[config.mk]
export PLATFORM = sky130hd
export DESIGN_NAME = vga_timing_gen_flat
export DESIGN_NICKNAME = d
export VERILOG_FILES = /design/src/rtl/vga_timing_if.sv /design/src/rtl/vga_timing_gen.sv /design/src/flat_wrapper.sv
export SDC_FILE = /design/constraint.sdc
export NUM_CORES = 1
export LEC_CHECK = 0
export BUFFER_PORTS_ARGS = -buffer_cell sky130_fd_sc_hd__buf_2
export CAP_MARGIN = 30
export CELL_PAD_IN_SITES_DETAIL_PLACEMENT = 0
export CELL_PAD_IN_SITES_GLOBAL_PLACEMENT = 2
export CORE_MARGIN = 2
export CORE_UTILIZATION = 35
export CTS_CLUSTER_SIZE = 25
export DETAILED_ROUTE_END_ITERATION = 7
export MAX_ROUTING_LAYER = met4
export PLACE_DENSITY = 0.88
export SKIP_CTS_REPAIR_TIMING = 1
export SYNTH_ARGS = -nofsm -noshare
export SYNTH_HDL_FRONTEND = slang
export SYNTH_SLANG_ARGS = --single-unit
[constraint.sdc]
create_clock -name clk -period 4.5 [get_ports clk]
set_input_delay 0 -clock clk [delete_from_list [all_inputs] [get_ports clk]]
set_output_delay 0 -clock clk [all_outputs]
set_load 0.01 [all_outputs]
[src/rtl/vga_timing_if.sv]
// Raster timing bundle driven by vga_timing_gen and consumed by the render path.
// game_clk is only part of the bundle when VGA_GAME_CLK_EN is defined.
interface vga_timing_if;
    logic [9:0] hCount;
    logic [9:0] vCount;
    logic       bright;
    logic       hSync;
    logic       vSync;
    logic       pix_en;
    logic       frame_tick;
`ifdef VGA_GAME_CLK_EN
    logic       game_clk;

    modport master (output hCount, vCount, bright, hSync, vSync, pix_en, frame_tick, game_clk);
    modport slave  (input  hCount, vCount, bright, hSync, vSync, pix_en, frame_tick, game_clk);
`else
    modport master (output hCount, vCount, bright, hSync, vSync, pix_en, frame_tick);
    modport slave  (input  hCount, vCount, bright, hSync, vSync, pix_en, frame_tick);
`endif
endinterface

[src/rtl/vga_timing_gen.sv]
// VGA raster timing (640x480@60 from 100 MHz) with pixel-enable divider and per-frame tick.
// Optional slow game_clk square wave is built when VGA_GAME_CLK_EN is defined.
module vga_timing_gen #(
    parameter int CLK_DIV     = 4,
    parameter int H_TOTAL     = 800,
    parameter int H_PULSE     = 96,
    parameter int H_VIS_START = 144,
    parameter int H_VIS_END   = 784,
    parameter int V_TOTAL     = 525,
    parameter int V_PULSE     = 2,
    parameter int V_VIS_START = 35,
    parameter int V_VIS_END   = 515
`ifdef VGA_GAME_CLK_EN
    , parameter int GAME_DIV  = 1
`endif
) (
    input  logic          clk,
    input  logic          rst,
    vga_timing_if.master  vga
);

    localparam int              DIV_W    = (CLK_DIV > 1) ? $clog2(CLK_DIV) : 1;
    localparam logic [DIV_W-1:0] DIV_LAST = DIV_W'(CLK_DIV - 1);
    localparam logic [9:0]       H_LAST   = 10'(H_TOTAL - 1);
    localparam logic [9:0]       V_LAST   = 10'(V_TOTAL - 1);

    logic [DIV_W-1:0] div_cnt;
    logic             pix_en;
    logic             frame_tick;
    logic [9:0]       h_cnt;
    logic [9:0]       v_cnt;
    logic             h_wrap;
    logic             v_wrap;

    assign h_wrap = (h_cnt == H_LAST);
    assign v_wrap = (v_cnt == V_LAST);

    // pix_en is registered, so it lands one clk after the divider reaches its last value.
    always_ff @(posedge clk or posedge rst) begin
        if (rst) begin
            div_cnt <= '0;
            pix_en  <= 1'b0;
        end else begin
            pix_en  <= (div_cnt == DIV_LAST);
            div_cnt <= (div_cnt == DIV_LAST) ? '0 : div_cnt + 1'b1;
        end
    end

    always_ff @(posedge clk or posedge rst) begin
        if (rst) begin
            h_cnt      <= '0;
            v_cnt      <= '0;
            frame_tick <= 1'b0;
        end else begin
            // Tick is set by the same edge that returns the counters to 0,0.
            frame_tick <= pix_en && h_wrap && v_wrap;
            if (pix_en) begin
                if (h_wrap) begin
                    h_cnt <= '0;
                    v_cnt <= v_wrap ? 10'd0 : v_cnt + 10'd1;
                end else begin
                    h_cnt <= h_cnt + 10'd1;
                end
            end
        end
    end

    assign vga.hCount     = h_cnt;
    assign vga.vCount     = v_cnt;
    assign vga.pix_en     = pix_en;
    assign vga.frame_tick = frame_tick;
    assign vga.hSync      = (h_cnt >= 10'(H_PULSE));
    assign vga.vSync      = (v_cnt >= 10'(V_PULSE));
    assign vga.bright     = (h_cnt >= 10'(H_VIS_START)) && (h_cnt < 10'(H_VIS_END)) &&
                            (v_cnt >= 10'(V_VIS_START)) && (v_cnt < 10'(V_VIS_END));

`ifdef VGA_GAME_CLK_EN
    localparam int              FRAME_W    = (GAME_DIV > 1) ? $clog2(GAME_DIV) : 1;
    localparam logic [FRAME_W-1:0] FRAME_LAST = FRAME_W'(GAME_DIV - 1);

    logic [FRAME_W-1:0] frame_cnt;
    logic               game_clk;

    always_ff @(posedge clk or posedge rst) begin
        if (rst) begin
            frame_cnt <= '0;
            game_clk  <= 1'b0;
        end else if (frame_tick) begin
            if (frame_cnt == FRAME_LAST) begin
                frame_cnt <= '0;
                game_clk  <= ~game_clk;
            end else begin
                frame_cnt <= frame_cnt + 1'b1;
            end
        end
    end

    assign vga.game_clk = game_clk;
`endif

endmodule

[src/flat_wrapper.sv]
// flat-port wrapper written by rule: the top's interface ports become plain ports
module vga_timing_gen_flat 
#(
    parameter int CLK_DIV     = 4,
    parameter int H_TOTAL     = 800,
    parameter int H_PULSE     = 96,
    parameter int H_VIS_START = 144,
    parameter int H_VIS_END   = 784,
    parameter int V_TOTAL     = 525,
    parameter int V_PULSE     = 2,
    parameter int V_VIS_START = 35,
    parameter int V_VIS_END   = 515

)
  (clk, rst, vga_hCount, vga_vCount, vga_bright, vga_hSync, vga_vSync, vga_pix_en, vga_frame_tick);
  vga_timing_if vga_i ();
  input  logic clk;
  input  logic rst;
  output wire logic [$bits(vga_i.hCount)-1:0] vga_hCount;
  output wire logic [$bits(vga_i.vCount)-1:0] vga_vCount;
  output wire logic [$bits(vga_i.bright)-1:0] vga_bright;
  output wire logic [$bits(vga_i.hSync)-1:0] vga_hSync;
  output wire logic [$bits(vga_i.vSync)-1:0] vga_vSync;
  output wire logic [$bits(vga_i.pix_en)-1:0] vga_pix_en;
  output wire logic [$bits(vga_i.frame_tick)-1:0] vga_frame_tick;
  assign vga_hCount = vga_i.hCount;
  assign vga_vCount = vga_i.vCount;
  assign vga_bright = vga_i.bright;
  assign vga_hSync = vga_i.hSync;
  assign vga_vSync = vga_i.vSync;
  assign vga_pix_en = vga_i.pix_en;
  assign vga_frame_tick = vga_i.frame_tick;
  vga_timing_gen #(.CLK_DIV(CLK_DIV), .H_TOTAL(H_TOTAL), .H_PULSE(H_PULSE), .H_VIS_START(H_VIS_START), .H_VIS_END(H_VIS_END), .V_TOTAL(V_TOTAL), .V_PULSE(V_PULSE), .V_VIS_START(V_VIS_START), .V_VIS_END(V_VIS_END)) u_core (.clk(clk), .rst(rst), .vga(vga_i));
endmodule
Word-level counts from Yosys, hierarchy flattened

Cells that the tools add are included.

Output and inout bits: 25
Word-level logic and storage cells: 26
Register bits: 24

Muxes and demuxes: 3
Eq/ne operators: 3
Add/subtract/negate cells: 3
Reduce and logical (&&, ||, !) cells: 6
$lt $le $gt $ge: 6

Operators with widths:

| cell                    | count |
|---|---|
| $add A10 B1 Y10 const B | 2 |
| $eq A10 B10 Y1 const B  | 2 |
| $lt A10 B10 Y1 const B  | 2 |
| $mux W10                | 2 |
| $ge A10 B2 Y1 const B   | 1 |
| $ge A10 B6 Y1 const B   | 1 |
| $ge A10 B7 Y1 const B   | 1 |
| $ge A10 B8 Y1 const B   | 1 |
| $logic_and A1 B1 Y1     | 5 |
| $add A2 B1 Y2 const B   | 1 |
| $eq A2 B2 Y1 const B    | 1 |
| $mux W2                 | 1 |
| $reduce_and A2 Y1       | 1 |

Logic depth before layout (Yosys ltp)

Depth in word-level cells: 4
Gate-level depth with buffers: 6

Least setup slack after synthesis

No wires, ideal clock.

Path kind: reg2reg
Start: reg u_core.h_cnt[0], in the netlist u_core.vga.hCount[0]
End: reg u_core.v_cnt[8], in the netlist u_core.vga.vCount[8]
Cell stages (with the launch flop): 6
Data arrival time: 1483 ps
Buffers on the path: 0
Setup slack: 2889 ps
Clock period less this slack: 1611 ps
Setup time: 128 ps
Path through: dfrtp_1 > ha_1 > nand2_1 > nor4_4 > nand4_1 > xnor2_1

Longest elaborated chain between the ends: 2

RTL lines:

| what                        | line                 | source |
|---|---|---|
| from (decl)                 | vga_timing_gen.sv:30 | `logic [9:0] h_cnt;` |
| from (signal assigned)      | vga_timing_gen.sv:62 | `h_cnt <= h_cnt + 10'd1;` |
| $eq A10 B10 Y1              | vga_timing_gen.sv:35 | `assign h_wrap = (h_cnt == H_LAST);` |
| $reduce_and A2 Y1 (no line) | -                    |  |
| to (signal assigned)        | vga_timing_gen.sv:60 | `v_cnt <= v_wrap ? 10'd0 : v_cnt + 10'd1;` |
| to (decl)                   | vga_timing_gen.sv:31 | `logic [9:0] v_cnt;` |

Every way passes these cells.
A chain may end at the register's enable or synchronous reset.

Worst setup path in the final report

Same ends and word-level chain as after synthesis.

==> metrics.yaml <==
first_iter_violations: 54
cts-root-buf: "clkbuf_8"
period_needed_ns: 2.00
ys.flop_type: "dfrtp_1"
finalCritPeriodShare_pct: 44.5
drc: 0
hp-class: "input pin to asynchronous set/reset pin"
grt_overflow_total: 0
placed_cells: 198
violations: "negative hold slack"
wl_mm: 2.67
clk_latency_ns: 0.27
globalplace.congestion: 0.766
worst_slew_pin_slew_ns: 0.911
leakagePower_nw: 0.714
synth_most_common_cell: "dfrtp_1"
area_growth_pct: 18.0
grt_max_degree: 25
final_cells: 202
async_reset_ff_share_pct: 100
synth_top_area_cell: "dfrtp_1"
syn_nets: 136
die_h_um: 64.7
seq_area_frac_synth_pct: 46.6
synthesis.area_um2: 1290
portBuffers: 26
io_pins: 27
synth_edf_count: 0
cts_tree: "yes"
place_area_um2: 1450
synth-seq-cells: 24
fin_hold_ws_ns: -0.0801
crit_fanout: 18
drv_slew: 0
ys_warn_count: 0
antenna_found_initial: 0
p_per_area_nw_per_um2: 267
core_um2: 3610
fin_setup_tns_ns: 0
maxCapViolCount: 0
clk_pin_slew_ns: 0.09
ir_worst_vdd_mv: 0.304
crit_arrival_ns: 2.16
clock-sinks: 24
synth_common_cells: "dfrtp_1 (24), nor2_1 (11), nand2_1 (10), inv_1 (8)"
dp.final_hpwl_mm: 1.89
numCtsBuffers: 3
grt_pass1_wl_mm: 4.40
fin_ws_ns: 2.50
track_usage_pct: 13.8
wl_per_cell_um: 13.2
path_delay_family: "simple AND/OR/NAND/NOR gates"
dp_slack_ns: 2.50
start_kind: "flip-flop"
nets: 163
vias: 1023
finalHoldViolations: 24
cp_cell_sequence: "ha_1, nand2_1, nor4_4, nand4_1, xnor2_1"
grt_pass1_vias: 941
finalClockSkew_ns: 0.00867
rows: 22
critPathSlowestCell: "nor4_4"
start_util_pct: 35.8
die_w_um: 64.7
max_stage_delay_ns: 0.73
synthCells: 128
synthTopCellsByArea: "dfrtp_1 (47%), ha_1 (5.8%), xnor2_1 (4.8%), nand4_1 (3.4%), nor2_1 (3.2%)"
cts-htree-levels: 1
max_freq_ghz: 0.500
ys_types: 36
dieArea_um2: 4190
slew_headroom_pct: 39.2
diodes: 0
required_ns: 4.66
drive_above_1_share_pct: 23.4
end_kind: "flip-flop"
firstDrtPassIters: 4
stdcell_area_um2: 1520
finalSetupViolCount: 0
synth_top_area_share_pct: 46.6
clockBufferDepth: 2
drt.antenna.violating_nets: 0
grt_setup_unrepaired: "no"
path_buf_inv: 0
synth_area_per_cell_um2: 10.1
vias_per_cell: 5.06
status: "finished with violations"
critical_path_class: "flip-flop to flip-flop"
==> layer usage <==
metal / part of all wire [%] / routed length [um] / vias up / track usage (%)
met3: 3.1 / 82 / 2 / 3.65
met4: 0.52 / 14 / 0 / 2.39
met1: 46 / 1230 / 495 / 16.9
met2: 50 / 1350 / 15 / 23.2
met5: 0 / 0 / - / -
li1: - / - / 511 / -
==> power breakdown <==
| part | internal [mW] | switching [mW] |
|---|---|---|
| Combinational | 0.000347 | 0.00414 |
| Sequential | 0.215 | 0 |
| Clock | 0.119 | 0.0678 |
| Total | 0.335 | 0.0719 |
==> stage by stage <==
stage | util [%] | total power, mW
2_1_floorplan | - | 0.223
3_3_place_gp | 40.2 | 0.225
3_5_place_dp | 40.2 | 0.225
4_1_cts | 42.2 | 0.412
5_1_grt | 42.2 | 0.421
6_report | 42.2 | 0.406
==> flip-flops by register name (all words and copies together), names as in the netlist <==
register / flops
u_core.vga.hCount: 10
u_core.vga.vCount: 10
u_core.div_cnt: 2
u_core.vga.frame_tick: 1
u_core.vga.pix_en: 1
==> final cells by class <==
type	instances	area [um2]
clock inverters	1	30.0
repair buffers	26	130
well taps	48	60.1
flip-flops and latches	24	601
fillers	375	2080
multi-input cells	92	631
inverters	8	30.0
clock buffers	3	41.3
==> cells by family (layout without fill, tap and decap cells) <==
logic type	count (synthesis)	count (layout)	share of synthesized area (%)
adder cells (fa/ha/maj)	6	6	5.82
multiplexers	2	2	1.65
XOR/XNOR	10	10	6.79
buffers and inverters	12	38	4.56
AO/OA/AOI/OAI	18	18	9.12
AND/OR/NAND/NOR	56	56	25.5
flip-flops	24	24	46.6
==> worst reg2reg max path, stage by stage (launching register included) <==
cell	delay, ns
dfrtp_1	0.45
ha_1	0.22
nand2_1	0.13
nor4_4	0.73
nand4_1	0.20
xnor2_1	0.17
==> worst paths after layout <==
check,start,to,slack [ns],depth (start not counted)
setup / recovery,u_core.vga.hCount[0],u_core.vga.vCount[8],2.50,5
hold / removal,rst,u_core.vga.vCount[4],-0.08,2
setup reg to reg,u_core.vga.hCount[0],u_core.vga.vCount[8],2.50,5
hold reg to reg,u_core.div_cnt[0],u_core.div_cnt[0],0.43,1
max in group asynchronous,rst,u_core.vga.hCount[3],4.02,2
min in group clk,u_core.div_cnt[0],u_core.div_cnt[0],0.43,1
==> cells in the final DEF, fill, tap and decap left out <==
master     synthesis  final
bufinv_16          0      1
or4_1              1      1
mux2i_1            1      1
a311oi_1           1      1
inv_1              8      8
nor4_1             3      3
and3_1             4      4
a21oi_1            1      1
nor4b_1            1      1
o31a_2             1      1
a41oi_1            1      1
o21a_1             1      1
a22o_1             1      1
nand4bb_4          1      1
nor2_1            11     11
nand3_2            1      1
o22ai_1            2      2
dfrtp_1           24     24
buf_2              1     26
nor4_4             1      1
nand3_1            7      7
or2_2              1      1
a21boi_0           1      1
xnor2_1            7      7
mux2_2             1      1
clkbuf_8           0      3
o21ai_0            6      6
a31oi_1            3      3
ha_1               6      6
nand4_1            7      7
nor3_1             5      5
nand2_1           10     10
xor2_1             3      3
nand2b_1           2      2
and4_1             1      1
Note: power is estimated with default switching activity, not from simulation.
